File: config.mk
export PLATFORM = sky130hd
export DESIGN_NAME = branch_resolve_unit
export DESIGN_NICKNAME = d
export VERILOG_FILES = /design/src/rtl/branch_resolve_unit.sv
export SDC_FILE = /design/constraint.sdc
export NUM_CORES = 1
export LEC_CHECK = 0
export ABC_CLOCK_PERIOD_IN_PS = 3800
export BUFFER_PORTS_ARGS = -buffer_cell sky130_fd_sc_hd__buf_2
export CORE_MARGIN = 4
export CORE_UTILIZATION = 46
export CTS_CLUSTER_SIZE = 25
export DETAILED_ROUTE_END_ITERATION = 16
export PLACE_DENSITY = 0.7
export SYNTH_ARGS = -nofsm -noshare
export SYNTH_HDL_FRONTEND = slang
export SYNTH_SLANG_ARGS = --single-unit
File: constraint.sdc
create_clock -name clk -period 3.8 [get_ports clk]
set_input_delay 0.57 -clock clk [delete_from_list [all_inputs] [get_ports clk]]
set_output_delay 0.57 -clock clk [all_outputs]
set_load 0.01 [all_outputs]
File: src/rtl/branch_resolve_unit.sv
// Branch resolve unit: checks up to two resolved control-flow instructions against their
// fetch-time predictions, emits a registered redirect and queues BTB/BHT updates for the predictor.
package branch_resolve_pkg;
  typedef enum logic [2:0] {
    ControlFlow_None,
    ControlFlow_Branch,
    ControlFlow_Jump,
    ControlFlow_JumpR,
    ControlFlow_Return
  } controlflow_t;

  typedef struct packed {
    logic         valid;
    logic         taken;
    logic [31:0]  target;
    controlflow_t cf;
    logic [1:0]   counter;
  } branch_predict_t;

  typedef struct packed {
    logic         valid;
    logic [31:0]  pc;
    logic [31:0]  target;
    controlflow_t cf;
    logic         taken;
    logic [1:0]   counter;
  } branch_resolved_t;
endpackage

// Handshake: a lane is taken when in_valid[i] & in_ready & ~flush; upstream holds its
// inputs while in_ready is low. resolved_branch has no backpressure: a valid head is
// consumed by the predictor in the cycle it is shown.
module branch_resolve_unit
  import branch_resolve_pkg::*;
#(
  parameter int          FIFO_DEPTH       = 4,
  parameter logic [31:0] DELAYSLOT_OFFSET = 32'd8
) (
  input  logic                  clk,
  input  logic                  rst,
  input  logic                  flush,
  input  logic [1:0]            in_valid,
  input  logic [1:0][31:0]      in_pc,
  input  controlflow_t [1:0]    in_cf,
  input  logic [1:0]            in_taken,
  input  logic [1:0][31:0]      in_target,
  input  branch_predict_t [1:0] in_pred,
  output logic                  in_ready,
  output branch_resolved_t      resolved_branch,
  output logic                  mispredict,
  output logic [31:0]           redirect_pc
);
  localparam int PW = $clog2(FIFO_DEPTH);
  localparam int CW = PW + 1;

  logic [CW-1:0]    count;
  logic [PW-1:0]    rptr, wptr;
  branch_resolved_t mem [FIFO_DEPTH];

  logic [1:0]       acc, is_cf, pt, mis_raw, en;
  logic [31:0]      corr [2];
  logic [1:0]       cnt_next [2];
  branch_resolved_t wr_entry [2];
  logic             mis0, mis1, pop;
  logic [1:0]       nwr;

  // Conservative full check: the same-cycle pop is not credited.
  assign in_ready = (count <= CW'(FIFO_DEPTH - 2));

  always_comb begin
    for (int i = 0; i < 2; i++) begin
      acc[i]     = in_valid[i] & in_ready & ~flush;
      is_cf[i]   = (in_cf[i] != ControlFlow_None);
      pt[i]      = in_pred[i].valid & in_pred[i].taken;
      mis_raw[i] = (pt[i] != in_taken[i]) |
                   (in_taken[i] & (in_pred[i].target != in_target[i]));
      corr[i]    = in_taken[i] ? in_target[i] : in_pc[i] + DELAYSLOT_OFFSET;
      cnt_next[i] = in_pred[i].counter;
      if (in_cf[i] == ControlFlow_Branch) begin
        if (in_taken[i] && in_pred[i].counter != 2'd3)
          cnt_next[i] = in_pred[i].counter + 2'd1;
        else if (!in_taken[i] && in_pred[i].counter != 2'd0)
          cnt_next[i] = in_pred[i].counter - 2'd1;
      end
      wr_entry[i] = '{valid: 1'b1, pc: in_pc[i], target: in_target[i], cf: in_cf[i],
                      taken: in_taken[i], counter: cnt_next[i]};
    end
    en[0] = acc[0] & is_cf[0];
    // A mispredicting lane 0 makes lane 1 wrong-path.
    en[1] = acc[1] & is_cf[1] & ~(en[0] & mis_raw[0]);
  end

  assign mis0 = en[0] & mis_raw[0];
  assign mis1 = en[1] & mis_raw[1];
  assign pop  = (count != '0);
  assign nwr  = {1'b0, en[0]} + {1'b0, en[1]};

  always_ff @(posedge clk) begin
    if (rst) begin
      count       <= '0;
      rptr        <= '0;
      wptr        <= '0;
      mispredict  <= 1'b0;
      redirect_pc <= '0;
    end else begin
      mispredict <= mis0 | mis1;
      if (mis0)
        redirect_pc <= corr[0];
      else if (mis1)
        redirect_pc <= corr[1];
      wptr  <= wptr + PW'(nwr);
      rptr  <= rptr + PW'(pop);
      count <= count + CW'(nwr) - CW'(pop);
    end
  end

  always_ff @(posedge clk) begin
    if (en[0])
      mem[wptr] <= wr_entry[0];
    if (en[1])
      mem[en[0] ? wptr + PW'(1) : wptr] <= wr_entry[1];
  end

  assign resolved_branch = pop ? mem[rptr] : '0;
endmodule
**After elaboration in Yosys (flattened, before gate mapping)**

Memories as Yosys holds them, arrays and structs flattened. A register that Yosys moved wholly into a read port is not among the register bits.
Cells that the tools add are included.

- Bits in registers: 40
- Memory bits (writable): 280
- Output and inout bits: 105
- Bits of input ports: 219
- Logic and storage cells: 74
- Memories kept: 1

- Equal/unequal tests: 8
- Reduce and logical (&&, ||, !) cells: 12
- Add/sub/neg operators: 12
- Order comparisons: 1
- Multiplexer cells: 17
- Bitwise operators: 18

Memory list:

| memory | words | bits a word | read ports | clocked after memory_dff | write ports | RTL line | RTL |
|---|---|---|---|---|---|---|---|
| mem | 4 | 70 | 1 | 1 | 2 | 58 | `branch_resolved_t mem [FIFO_DEPTH];` |

Operators with widths:

| operator | count |
|---|---|
| $mux W32 | 4 |
| $mux W71 | 1 |
| $add A32 B4 Y32 const B | 2 |
| $ne A32 B32 Y1 | 2 |
| $mux W2 | 8 |
| $and A1 B1 Y1 | 13 |
| $reduce_bool A3 Y1 | 3 |
| $add A2 B1 Y2 const B | 3 |
| $eq A3 B1 Y1 const B | 2 |
| $reduce_bool A2 Y1 | 3 |
| $logic_and A1 B1 Y1 | 4 |
| $mux W1 | 4 |
| $ne A2 B2 Y1 const B | 2 |
| $sub A2 B1 Y2 const B | 2 |
| $add A3 B2 Y3 | 1 |
| $le A3 B2 Y1 const B | 1 |
| $or A1 B1 Y1 | 3 |
| $sub A3 B1 Y3 | 1 |
| $add A1 B1 Y2 | 1 |
| $add A2 B1 Y2 | 1 |
| $add A2 B2 Y2 | 1 |
| $logic_not A1 Y1 | 2 |
| $ne A1 B1 Y1 | 2 |
| $not A1 Y1 | 2 |

**Logic depth before layout (Yosys ltp)**

- Word-level depth: 10
- Mapped depth: 16
- Mapped depth without buffers: 15

**Worst setup path after synthesis**

Ideal clock, no wire load.

- Path kind: input to register
- Start point: input port flush
- End point: memory mem[2][0] in the netlist's numbering (enable)
- Stages on the path: 7
- Data required time: 3.071 ns
- Library setup time: 0.729 ns
- Arrival: 3.196 ns
- Slack: -0.125 ns
- Path buffers: 2
- Cell sequence: a211oi_2 and2_1 buf_2 o21ai_1 o211ai_1 buf_2 nand2_1

RTL lines:

| element | RTL line | RTL |
|---|---|---|
| start, declared | 41 | `input logic flush,` |
| end, declared | 58 |  |

**Worst setup path in the final report**

- Start point: input port in_target[30] in the netlist's numbering
- End point: register count[2]

- Longest elaborated chain between the ends: 9

RTL lines:

| element | RTL line | RTL |
|---|---|---|
| start, declared | 46 | `input logic [1:0][31:0] in_target,` |
| $ne A32 B32 Y1 | 76 | `(in_taken[i] & (in_pred[i].target != in_target[i]));` |
| $and A1 B1 Y1 | 76 |  |
| $or A1 B1 Y1 | 75 | `mis_raw[i] = (pt[i] != in_taken[i]) \|` |
| $and A1 B1 Y1 | 90 | `en[1] = acc[1] & is_cf[1] & ~(en[0] & mis_raw[0]);` |
| $not A1 Y1 | 90 |  |
| $and A1 B1 Y1 | 90 |  |
| $add A1 B1 Y2 | 96 | `assign nwr = {1'b0, en[0]} + {1'b0, en[1]};` |
| $add A3 B2 Y3 | 113 | `count <= count + CW'(nwr) - CW'(pop);` |
| $sub A3 B1 Y3 | 113 |  |
| end signal, assigned | 113 |  |
| end, declared | 56 | `logic [CW-1:0] count;` |

No other way between the ends.
A chain may end at the register's enable or synchronous reset.

==> summary.txt <==
final WL: 65000 µm
Filler Cells Inserted: 3439
clock-pin slew of the registers on the worst-case setup and hold paths: 0.06 ns
P_int: 8410 µW
Design Area, Final: 0.0227 mm²
Post-synth EDFFs: 280
Period minus WS final: 3.32 ns
Final WS setup: 0.477 ns
WP data arrival: 3.72 ns
die area: 0.0447 mm²
WL per Instance: 27.8 µm
Die Span Y: 211 µm
Worst Hold Class: primary input to register
Die Span X: 211 µm
WP data required: 4.20 ns
Seq cells post-synth: 320
Post-Syn Area: 0.0190 mm²
Clock Latency Late Sink: 0.52 ns
CTS Hold Buffers Added: 0
CTS tree: done
kind of critical path: primary input to register
core area: 0.0409 mm²
sequential area share after synthesis: 48.4%
slowest library cell on the worst path: nor4_1
Seq pwr share: 36.7%
Longest Clk Path Bufs: 3
Critical Path Most Common Cell: ha_1
grt total ovfl: 0
CP max stage delay: 0.52 ns
gr usage total: 28.0%
root buf cell: clkbuf_16
Ys Warns: 0
I/O Buffers: 317
DP Worst Slack: 0.0101 ns
Clk network pwr share: 28.9%
global-route wire length before repair: 93900 µm
Routability Congestion: 0.954
placed cells: 2269
drc violations: 0
Vias per Instance: 6.21
worst-path maximum fanout: 2
Max-slew headroom: 49.2%
n_diodes: 0
Power Density: 543 mW/mm²
initial core utilization: 46.5%
Final Non-Filler Cells: 2334
Synth async-reset ratio: 0%
final setup vio count: 0
vias in the first global route: 14400
layout cells sized above 1: 42.9%
area leader, netlist: edfxtp_1
Synth cell types: 62
# Post-CTS Setup Buffers: 0
CTS buffer count: 36
Layout Area Growth over Synthesis: 19.2%
CP Cell Sequence: buf_2 -> xnor2_1 -> buf_4 -> nand4_1 -> nor4_1 -> buf_4 -> nand4_1 -> nand2_1 -> and2_1 -> ha_1 -> inv_1 -> ha_1 -> inv_1 -> ha_1 -> fa_1 -> xor2_1 -> xnor2_1 -> nor2_1
ys flop type: edfxtp_1
Hold Fails Final Rpt: 0
first-pass iteration count of the detailed router: 6
Post-CTS Resized: 0
RSZ-0062 raised after global routing: no
Lkg Pwr: 0.00809 µW
Pwr Total: 12300 µW
initial antenna violation count: 5
switch share: 31.8%
syn nets: 1721
largest cells by area after synthesis: edfxtp_1, mux2_2, mux4_2
f_max: 301 MHz
post-synth top area share: 44.1%
number of max-cap violations: 0
CP Buf/Inv Count: 5
post-route ant nets: 0
Layout Nets: 2011
largest net degree at the start of global routing: 73
vias: 14500
Synth Area per Inst: 12.8 µm²
Worst Max-Slew Pin Slew: 0.756 ns
Ports: 324
fin. max-slew vios: 0
Tcrit/Tclk final: 87.4%
switching power total: 3930 µW
peak supply drop: 291 µV
cell family with most CP delay: simple AND/OR/NAND/NOR gates
Combinational Power Share: 34.4%
Syn Inst Count: 1485
CP Capture Type: register
initial drt markers: 1817
Post-DP Area: 0.0215 mm²
Detailed Place HPWL: 46400 µm
number of H-tree levels: 2
CP startpoint kind: primary input
# rows: 74
Worst Clk Skew: 0.0138 ns
Clock Sinks: 320
run status: finished, final reports clean
-- synthesized netlist by cell type (all sizes together) (6+ instances only) --
library cell and count:
o21ai 40, xnor2 62, inv 33, nor2b 11, a21oi 22, mux4 70, nand4 39, nor2 27
edfxtp 280, nor4 13, a311oi 8, or4 21, o22ai 8, dfxtp 40, o2111ai 7, and2 76
o31ai 35, a31oi 12, nor3 13, xor2 47, nand3 35, a41oi 11, ha 16, and4 8
buf 52, a2111oi 6, mux2i 19, nand2 72, clkbuf 73, mux2 278, and3 9, or3 9
-- cell families after synthesis --
| logic type | after synthesis | share of synthesized area, % |
|---|---|---|
| DFF | 320 | 48.4 |
| muxes | 367 | 25.7 |
| xor gates and xnor gates | 109 | 5.01 |
| buffers and inverters | 158 | 3.43 |
| and+or+nand+nor | 344 | 10.2 |
| adders and majority gates | 17 | 1.16 |
| AOI/OAI and AO/OA | 170 | 6.14 |
-- final timing paths --
kind | from | to | slack (ns) | cells after the start
max | in_target[30] | count[2]$_SDFF_PP0_ | 0.48 | 18
min reg2reg | redirect_pc[0]$_SDFFE_PP0P_ | redirect_pc[0]$_SDFFE_PP0P_ | 0.52 | 2
min | in_pc[1] | mem[2][39]$_DFFE_PP_ | 0.41 | 2
max reg2reg | count[0]$_SDFF_PP0_ | count[2]$_SDFF_PP0_ | 0.88 | 14
-- routing by layer --
metal	vias to the layer above	routed length (µm)	GRT usage [%]	part of all wire [%]
met5	-	48	0	0.074
met4	8	2400	8.75	3.7
met3	124	6160	5.19	9.5
met2	809	31000	46.1	48
met1	7227	25400	37.9	39
li1	6328	-	-	-
-- sequential cells by signal, indices dropped and copies added (netlist names) --
signal / count
mem: 280
redirect_pc: 32
count: 3
rptr: 2
wptr: 2
mispredict: 1
-- cell usage in the layout, fill, tap and decap left out, drive strengths merged, types with 40 or more instances in the layout --
cell type,n
xor2,47
nand2,72
mux2,278
xnor2,62
and2,76
mux4,70
o21ai,40
clkbuf,56
buf,377
dfxtp,40
edfxtp,280
-- worst reg2reg max path: cells and delay by family, from the launching register on --
| kind | cells | cell delay (ns) |
|---|---|---|
| flops | 1 | 0.34 |
| xor+xnor | 2 | 0.34 |
| buf+inv | 2 | 0.09 |
| compound gates | 2 | 0.42 |
| fa+ha+maj | 4 | 1.12 |
| simple gates | 4 | 0.51 |
-- layout make-up --
class	count	area (µm²)	area share (%)
timing repair buffer	377	2270	10.0
clock inverter	9	140	0.617
clock buffer	56	1060	4.66
sequential	320	9220	40.6
inverter	33	124	0.546
multi-input combinational	1007	9220	40.6
tap	532	666	2.93
-- per-stage QoR --
stage / util (%) / setup TNS [ns] / hold WS, ns
after floorplan: - / 0 / 0.522
after global placement: 52.5 / -0.0150 / 0.495
after detailed placement: 52.5 / 0 / 0.508
after CTS: 55.5 / 0 / 0.395
after global routing: 55.5 / 0 / 0.412
final: 55.5 / 0 / 0.414
-- power by group through the flow --
stage | sequential (µW) | combinational, µW | clock [µW]
after global placement | 4580 | 4210 | 0
after global routing | 4560 | 4540 | 3740
final | 4530 | 4240 | 3570
after CTS | 4530 | 4280 | 3600
after detailed placement | 4600 | 4260 | 0
after floorplan | 4490 | 2640 | 0
(Power assumes the default switching activity.)
